`src/rtl/run_controller.sv`:
```
// Run/stop/step policy for the monitored CPU clock domain: drives the cycle
// counter's pause, runs N-cycle steps and halts on an optional breakpoint.
module run_controller #(
    parameter int WIDTH = 16
) (
    input  logic             clock,
    input  logic             reset,
    input  logic             run_req,
    input  logic             stop_req,
    input  logic             step_req,
    input  logic [WIDTH-1:0] step_count,
    input  logic             break_en,
    input  logic [WIDTH-1:0] break_count,
    input  logic [WIDTH-1:0] cycle_count,
    output logic             pause,
    output logic             running,
    output logic             done,
    output logic [1:0]       halt_cause,
    output logic [WIDTH-1:0] remaining
);

    typedef enum logic [1:0] {
        IDLE = 2'd0,
        RUN  = 2'd1,
        STEP = 2'd2
    } state_t;

    localparam logic [1:0] CAUSE_STOP  = 2'd1;
    localparam logic [1:0] CAUSE_STEP  = 2'd2;
    localparam logic [1:0] CAUSE_BREAK = 2'd3;

    localparam logic [WIDTH-1:0] ONE = {{(WIDTH-1){1'b0}}, 1'b1};

    state_t           r_state;
    state_t           w_nextState;
    logic             r_runPrev;
    logic             r_stopPrev;
    logic             r_stepPrev;
    logic             r_done;
    logic             w_nextDone;
    logic [1:0]       r_haltCause;
    logic [1:0]       w_nextHaltCause;
    logic [WIDTH-1:0] r_remaining;
    logic [WIDTH-1:0] w_nextRemaining;

    logic             w_runEdge;
    logic             w_stopEdge;
    logic             w_stepEdge;
    logic             w_breakHit;
    logic [WIDTH-1:0] w_countPlusOne;

    assign w_runEdge      = run_req  & ~r_runPrev;
    assign w_stopEdge     = stop_req & ~r_stopPrev;
    assign w_stepEdge     = step_req & ~r_stepPrev;
    // Compare against the value the counter is about to take so it stops on break_count.
    assign w_countPlusOne = cycle_count + ONE;
    assign w_breakHit     = break_en & (r_state != IDLE) & (w_countPlusOne == break_count);

    // Previous samples reset high so a request held through reset is not an edge.
    always_ff @(posedge clock or posedge reset) begin
        if (reset) begin
            r_runPrev  <= 1'b1;
            r_stopPrev <= 1'b1;
            r_stepPrev <= 1'b1;
        end else begin
            r_runPrev  <= run_req;
            r_stopPrev <= stop_req;
            r_stepPrev <= step_req;
        end
    end

    always_ff @(posedge clock or posedge reset) begin
        if (reset) begin
            r_state     <= IDLE;
            r_done      <= 1'b0;
            r_haltCause <= 2'd0;
            r_remaining <= '0;
        end else begin
            r_state     <= w_nextState;
            r_done      <= w_nextDone;
            r_haltCause <= w_nextHaltCause;
            r_remaining <= w_nextRemaining;
        end
    end

    // Priority everywhere: stop > break > step-complete > step > run.
    always_comb begin
        w_nextState     = r_state;
        w_nextDone      = 1'b0;
        w_nextHaltCause = r_haltCause;
        w_nextRemaining = r_remaining;
        case (r_state)
            IDLE: begin
                if (w_stopEdge) begin
                    w_nextState = IDLE;
                end else if (w_stepEdge) begin
                    w_nextState     = STEP;
                    w_nextRemaining = (step_count == '0) ? ONE : step_count;
                end else if (w_runEdge) begin
                    w_nextState = RUN;
                end
            end
            RUN: begin
                if (w_stopEdge) begin
                    w_nextState     = IDLE;
                    w_nextDone      = 1'b1;
                    w_nextHaltCause = CAUSE_STOP;
                end else if (w_breakHit) begin
                    w_nextState     = IDLE;
                    w_nextDone      = 1'b1;
                    w_nextHaltCause = CAUSE_BREAK;
                end
            end
            STEP: begin
                w_nextRemaining = r_remaining - ONE;
                if (w_stopEdge) begin
                    w_nextState     = IDLE;
                    w_nextDone      = 1'b1;
                    w_nextHaltCause = CAUSE_STOP;
                    w_nextRemaining = '0;
                end else if (w_breakHit) begin
                    w_nextState     = IDLE;
                    w_nextDone      = 1'b1;
                    w_nextHaltCause = CAUSE_BREAK;
                    w_nextRemaining = '0;
                end else if (r_remaining == ONE) begin
                    w_nextState     = IDLE;
                    w_nextDone      = 1'b1;
                    w_nextHaltCause = CAUSE_STEP;
                    w_nextRemaining = '0;
                end
            end
            default: begin
                w_nextState     = IDLE;
                w_nextRemaining = '0;
            end
        endcase
    end

    assign pause      = (r_state == IDLE);
    assign running    = ~pause;
    assign done       = r_done;
    assign halt_cause = r_haltCause;
    assign remaining  = r_remaining;

endmodule

```
`config.mk`:
```
export PLATFORM = sky130hd
export DESIGN_NAME = run_controller
export DESIGN_NICKNAME = d
export VERILOG_FILES = /design/src/rtl/run_controller.sv
export SDC_FILE = /design/constraint.sdc
export NUM_CORES = 1
export LEC_CHECK = 0
export CORE_MARGIN = 2
export CORE_UTILIZATION = 50
export DETAILED_ROUTE_END_ITERATION = 16
export PLACE_DENSITY = 0.86
export SKIP_LAST_GASP = 1
export SLEW_MARGIN = 25
export SYNTH_ARGS = -nofsm -noshare
export SYNTH_HDL_FRONTEND = slang
export SYNTH_SLANG_ARGS = --single-unit
```
`constraint.sdc`:
```
create_clock -name clock -period 6.1 [get_ports clock]
set_input_delay 0.61 -clock clock [delete_from_list [all_inputs] [get_ports clock]]
set_output_delay 0.61 -clock clock [all_outputs]
set_load 0.1 [all_outputs]
```
==> out/results.ini, run 1 <==
[status]
outcome=finished clean

[setup_path]
end_kind=flip-flop
cp.required_ns=6.29
crit_path_start_kind=input port
r2r_start=remaining[4]$_DFFE_PP0P_
critical_path_peak_fanout=23
critPathKind=input port to flip-flop
rrSetupSlack_ns=3.08
rr_worst_depth=7
arrival_ns=3.44
r2r-end=r_state[1]$_DFFE_PP0P_

[grt]
grt_pass1_wl_um=10200
grt_max_degree=28
grt.total_usage=0.251
grt_pass1_vias=2183
overflow=0
grt_antenna_before_repair=0

[cts]
cts_tree=done
clockBufferDepth=2
insertion_delay_ns=0.28
cts_sinks=24
cts_resized=0
cts_inserted_buffers=3
cts_hold_buf=0
cts_root_buffer=clkbuf_8
cts.htree.levels=1
clk_pin_slew_ns=0.09
post_cts_buffers=0

[sta]
worst_slew_pin_slew_ns=1.01
post-route-period-util=0.532
fin_crit_ns=3.25
hold_viol_final=0
fmax_mhz=308
setup_viol_count_final=0
slew_headroom=0.324
setup_slack_ns=2.85
maxSlewViolCount=0
fin_skew_ns=0.00725
rsz0062_at_grt=false
finalSetupTns_ns=0

[synth]
yosys.area.top_type_share=0.235
synth_area_per_cell_um2=8.42
synth-async-reset-ratio=1.00
syn_area_um2=2240
yosysMostFrequentCell=inv_1
synth_commonest_cells=inv_1, dfrtp_1, nand2_1, nor3_1, nor2_1
ys_seq_area_frac=0.270
yosys_warnings=0
ys_ff_latch=24
synth_cells=266
synthTopCellsByArea=dfrtp_1, nor4_1, nor3_1
syn-num-nets=326
synth_cell_type_count=59
synth.largest_area_cell=dfrtp_1
ys.flop_type=dfrtp_1
synth_edf_count=0

[finish]
diodes=0
drive_gt1_frac=0.0659
seq_area_um2=604
syn_to_final_growth_pct=34.6
n_fill_cell=356
nNetsFinal=395
multiInputGateArea_um2=1460
utilization=0.698

[routing]
drcViolationCount=0
wire_per_inst_um=16.6
final_antenna_net_count=0
firstDrtPassIters=6
vias=2485
drt-total-wl_um=6420
viasPerCell=6.44
drtIter0Drc=419

[floorplan]
coreArea_um2=4320
std_cell_rows=24
start_util=0.518
dieArea_um2=5030
die_w_um=70.9
design.portCount=75
die_height_um=70.9

[worst_hold_path]
hold_class=flip-flop to flip-flop
hold-path-cell-count=1
min_to=r_state[0]$_DFFE_PP0P_
min_from=r_state[0]$_DFFE_PP0P_

[power]
pwr_density_cell_nw_per_um2=503
total_leakage_power_uw=0.00118
ir_worst_vdd_mv=0.354

[place]
gp_congestion=0.893
pre_cts_slack_ns=2.59
dp_hpwl_um=4850
io_buffers=74

[job]
maxCapViolCount=0

## layout make-up
class	count	area share
Clock buffer	4	0.0149
Timing Repair Buffer	75	0.248
Tap cell	52	0.0216
Multi-Input combinational cell	207	0.485
Sequential cell	24	0.200
Inverter	24	0.0299
## per-stage QoR
step | hold slack (ns) | total power (uW) | cells | instance area, um^2
2_1_floorplan | 0.491 | 1140 | 266 | 2240
3_3_place_gp | 0.509 | 1390 | 382 | 2970
3_5_place_dp | 0.524 | 1400 | 382 | 2970
4_1_cts | 0.542 | 1500 | 386 | 3020
5_1_grt | 0.559 | 1580 | 386 | 3020
6_report | 0.536 | 1520 | 386 | 3020
## power breakdown
part	total, uW	internal (uW)	switching [uW]
clock network	99.7	46.9	52.8
logic	1120	315	802
registers	301	224	77.2
## flip-flops by register name, indices dropped and copies added (netlist names)
register	cells
done	1
r_state	2
r_stepPrev	1
halt_cause	2
r_runPrev	1
remaining	16
r_stopPrev	1
## cell usage in the layout, fill, tap and decap left out, types with 2 or more instances in the layout
| master | Yosys | final |
|---|---|---|
| nor3_1 | 18 | 18 |
| a21oi_1 | 11 | 11 |
| nand2_1 | 20 | 20 |
| nor4_1 | 15 | 15 |
| o31ai_1 | 10 | 10 |
| clkdlybuf4s50_1 | 0 | 74 |
| clkbuf_8 | 0 | 3 |
| nor2b_1 | 4 | 4 |
| a32o_1 | 4 | 4 |
| nor4b_1 | 3 | 3 |
| nand2b_1 | 7 | 7 |
| and4_1 | 2 | 2 |
| dfstp_2 | 3 | 3 |
| a22o_1 | 2 | 2 |
| ha_1 | 6 | 6 |
| nand3_4 | 2 | 2 |
| o221ai_1 | 4 | 4 |
| xnor2_1 | 9 | 9 |
| or4_1 | 2 | 2 |
| nand3_1 | 8 | 8 |
| and3_2 | 2 | 2 |
| nand4_1 | 7 | 7 |
| xor2_1 | 9 | 9 |
| a22oi_1 | 2 | 2 |
| inv_1 | 24 | 23 |
| o21ai_0 | 7 | 7 |
| and3_1 | 4 | 4 |
| and2_1 | 2 | 2 |
| dfrtp_1 | 21 | 21 |
| nor2_1 | 16 | 16 |
| a222oi_1 | 6 | 6 |
## worst max path at each step
stage	from	to	depth (start not counted)
2_1_floorplan	r_state[0]$_DFFE_PP0P_	halt_cause[0]$_DFFE_PP0P_	10
3_3_place_gp	cycle_count[0]	remaining[3]$_DFFE_PP0P_	9
3_5_place_dp	cycle_count[0]	remaining[14]$_DFFE_PP0P_	9
4_1_cts	cycle_count[0]	remaining[3]$_DFFE_PP0P_	9
5_1_grt	cycle_count[0]	remaining[3]$_DFFE_PP0P_	9
6_report	cycle_count[0]	remaining[3]$_DFFE_PP0P_	9
## cell families (layout without fill, tap and decap cells)
| family | Yosys count | after routing | synth area share |
|---|---|---|---|
| AOI/OAI and AO/OA | 59 | 59 | 0.211 |
| adders and majority gates | 6 | 6 | 0.0335 |
| DFF | 24 | 24 | 0.270 |
| muxes | 1 | 1 | 0.00447 |
| and+or+nand+nor | 123 | 123 | 0.334 |
| xor gates and xnor gates | 18 | 18 | 0.0704 |
| buffers and inverters | 35 | 103 | 0.0771 |
## routing by layer
metal / GRT usage / share of wire
met4: 0.0901 / 0.022
met2: 0.410 / 0.47
met5: 0 / 0
met3: 0.0385 / 0.091
met1: 0.339 / 0.41
## critical path, cell delays in order
cell	delay [ns]
clkdlybuf4s50_1	0.57
ha_1	0.30
nand3_4	0.14
o31a_1	0.34
a21o_1	0.15
a311o_2	0.40
nand4b_4	0.28
nand4_1	0.35
o221ai_1	0.29
Power figures use the tool's default switching activity.
==> inputs of run 2 (changes only) <==
--- a/config.mk
+++ b/config.mk
@@ -6,9 +6,9 @@
 export NUM_CORES = 1
 export LEC_CHECK = 0
 export CORE_MARGIN = 2
-export CORE_UTILIZATION = 50
+export CORE_UTILIZATION = 42
 export DETAILED_ROUTE_END_ITERATION = 16
-export PLACE_DENSITY = 0.86
+export PLACE_DENSITY = 0.77
 export SKIP_LAST_GASP = 1
 export SLEW_MARGIN = 25
 export SYNTH_ARGS = -nofsm -noshare
==> constraint.sdc (replaced) <==
create_clock -name clock -period 2.8 [get_ports clock]
set_input_delay 0.28 -clock clock [delete_from_list [all_inputs] [get_ports clock]]
set_output_delay 0.28 -clock clock [all_outputs]
set_load 0.1 [all_outputs]
==> run 2 against run 1 <==
  * Hold slack got worse by 0.15 ns
  * Routed wire length increased by 5.7%
  * Critical path depth decreased by 1
  * Via count increased by 2.7%
  * Sequential share of layout area decreased by 1.4 points
  * Utilization decreased by 6.7 points
  * Largest cell class unchanged
  * Highest routed layer unchanged
==> out/results.ini, run 2 (synthesized netlist as in run 1, its figures left out) <==
[sta]
slew_headroom=0.391
fin_hold_ws_ns=0.389
fmax_mhz=377
hold_viol_final=0
worst_slew_pin_slew_ns=0.907
fin_crit_ns=2.65
rsz0062_at_grt=false
post-route-period-util=0.947
setup_slack_ns=0.148
maxSlewViolCount=0
fin_skew_ns=0.00655
setup_viol_count_final=0

[finish]
layout_commonest_cell=clkdlybuf4s50_1
drive_gt1_frac=0.209
n_fill_cell=479
diodes=0
nNetsFinal=424
stdcell_count=433
largest_reg_flops=16
utilization=0.631
layout_common_cells=clkdlybuf4s50_1, buf_4, inv_1, dfrtp_1, nand2_1
syn_to_final_growth_pct=44.7
seq_area_um2=604
multiInputGateArea_um2=1480

[power]
pwr_density_cell_nw_per_um2=1060
ir_worst_vdd_mv=0.871
total_leakage_power_uw=0.00135

[grt]
grt_pass1_wl_um=11300
overflow=0
grt_pass1_vias=2400
grt_max_degree=25
grt_antenna_before_repair=0
grt.total_usage=0.229

[floorplan]
design.portCount=75
die_w_um=77.0
die_height_um=77.0
coreArea_um2=5140
dieArea_um2=5940
start_util=0.436
std_cell_rows=26

[setup_path]
rrSetupSlack_ns=0.15
arrival_ns=2.79
cp.required_ns=2.94
crit_path_end=remaining[7]$_DFFE_PP0P_
crit_path_start_kind=flip-flop
r2r-end=remaining[7]$_DFFE_PP0P_
crit_start=remaining[5]$_DFFE_PP0P_
critical_path_peak_fanout=11
critPathKind=flip-flop to flip-flop
end_kind=flip-flop
r2r_start=remaining[5]$_DFFE_PP0P_
rr_worst_depth=8

[status]
outcome=finished clean

[routing]
drtIter0Drc=254
final_antenna_net_count=0
viasPerCell=5.90
drcViolationCount=0
drt-total-wl_um=6780
wire_per_inst_um=15.7
vias=2553
firstDrtPassIters=5

[place]
gp_congestion=0.886
dp_cells=427
pre_cts_slack_ns=-0.184
dp_hpwl_um=5340
io_buffers=74

[cts]
cts.htree.levels=1
cts_root_buffer=clkbuf_8
clk_pin_slew_ns=0.09
cts_tree=done
cts_sinks=24
insertion_delay_ns=0.27
clockBufferDepth=2
cts_hold_buf=0
cts_inserted_buffers=3

[job]
maxCapViolCount=0

[worst_hold_path]
hold_class=input port to async pin

==> run 2: changes by cell type in the layout (fill, tap and decap cells not counted), moves of 2 or more <==
cell,before,now
buf_4,1,51
clkdlybuf4s50_1,74,53
ha_1,6,4
ha_2,0,2
==> run 2: layout make-up <==
| type | instances | share of cell area |
|---|---|---|
| Tap cell | 70 | 0.0270 |
| Inverter | 24 | 0.0278 |
| Clock buffer | 3 | 0.0127 |
| Timing Repair Buffer | 104 | 0.282 |
| Sequential cell | 24 | 0.186 |
| Multi-Input combinational cell | 207 | 0.455 |
| Clock inverter | 1 | 0.00926 |
==> run 2: power by group <==
| part | switching (uW) | internal, uW | total [uW] |
|---|---|---|---|
| sequential | 158 | 488 | 646 |
| clock | 120 | 191 | 311 |
| combinational | 1760 | 709 | 2470 |
| total | 2040 | 1390 | 3430 |
==> run 2: worst min path at each step <==
| stage | startpoint | end | depth (start not counted) |
|---|---|---|---|
| after global placement | r_state[0]$_DFFE_PP0P_ | r_state[0]$_DFFE_PP0P_ | 1 |
| after detailed placement | r_state[0]$_DFFE_PP0P_ | r_state[0]$_DFFE_PP0P_ | 1 |
| after floorplan | run_req | r_runPrev$_DFF_PP1_ | 0 |
| after global routing | reset | r_state[0]$_DFFE_PP0P_ | 2 |
| after CTS | step_req | r_stepPrev$_DFF_PP1_ | 1 |
| final | reset | r_state[1]$_DFFE_PP0P_ | 2 |
==> run 2: critical path, cell delays in order, from the launching register on <==
cell and delay (ns):
dfrtp_1 0.44, or4_1 0.61, nor3_1 0.29, nand4_1 0.28
nand2_1 0.18, buf_4 0.20, nor4_1 0.07, a222oi_1 0.33
o31ai_1 0.13
==> run 2: layer usage <==
metal	up-vias	share of wire	global-route usage
li1	1206	-	-
met1	1203	0.43	0.304
met2	132	0.48	0.395
met3	12	0.069	0.0341
met4	0	0.014	0.0482
met5	-	0	0
==> run 2: per-stage QoR <==
step                total power, uW  area [um^2]  setup TNS, ns
floorplan                      2480         2240              0
global placement               3060         3150         -0.839
detailed placement             3090         3150          -2.06
CTS                            3400         3220              0
global route                   3610         3240              0
finish                         3430         3240              0
==> run 2: repair_timing <==
item                                    in CTS  in global routing
endpoints found under the setup margin       0                 15
gates resized for setup                      0                  3
setup buffers                                0                  2
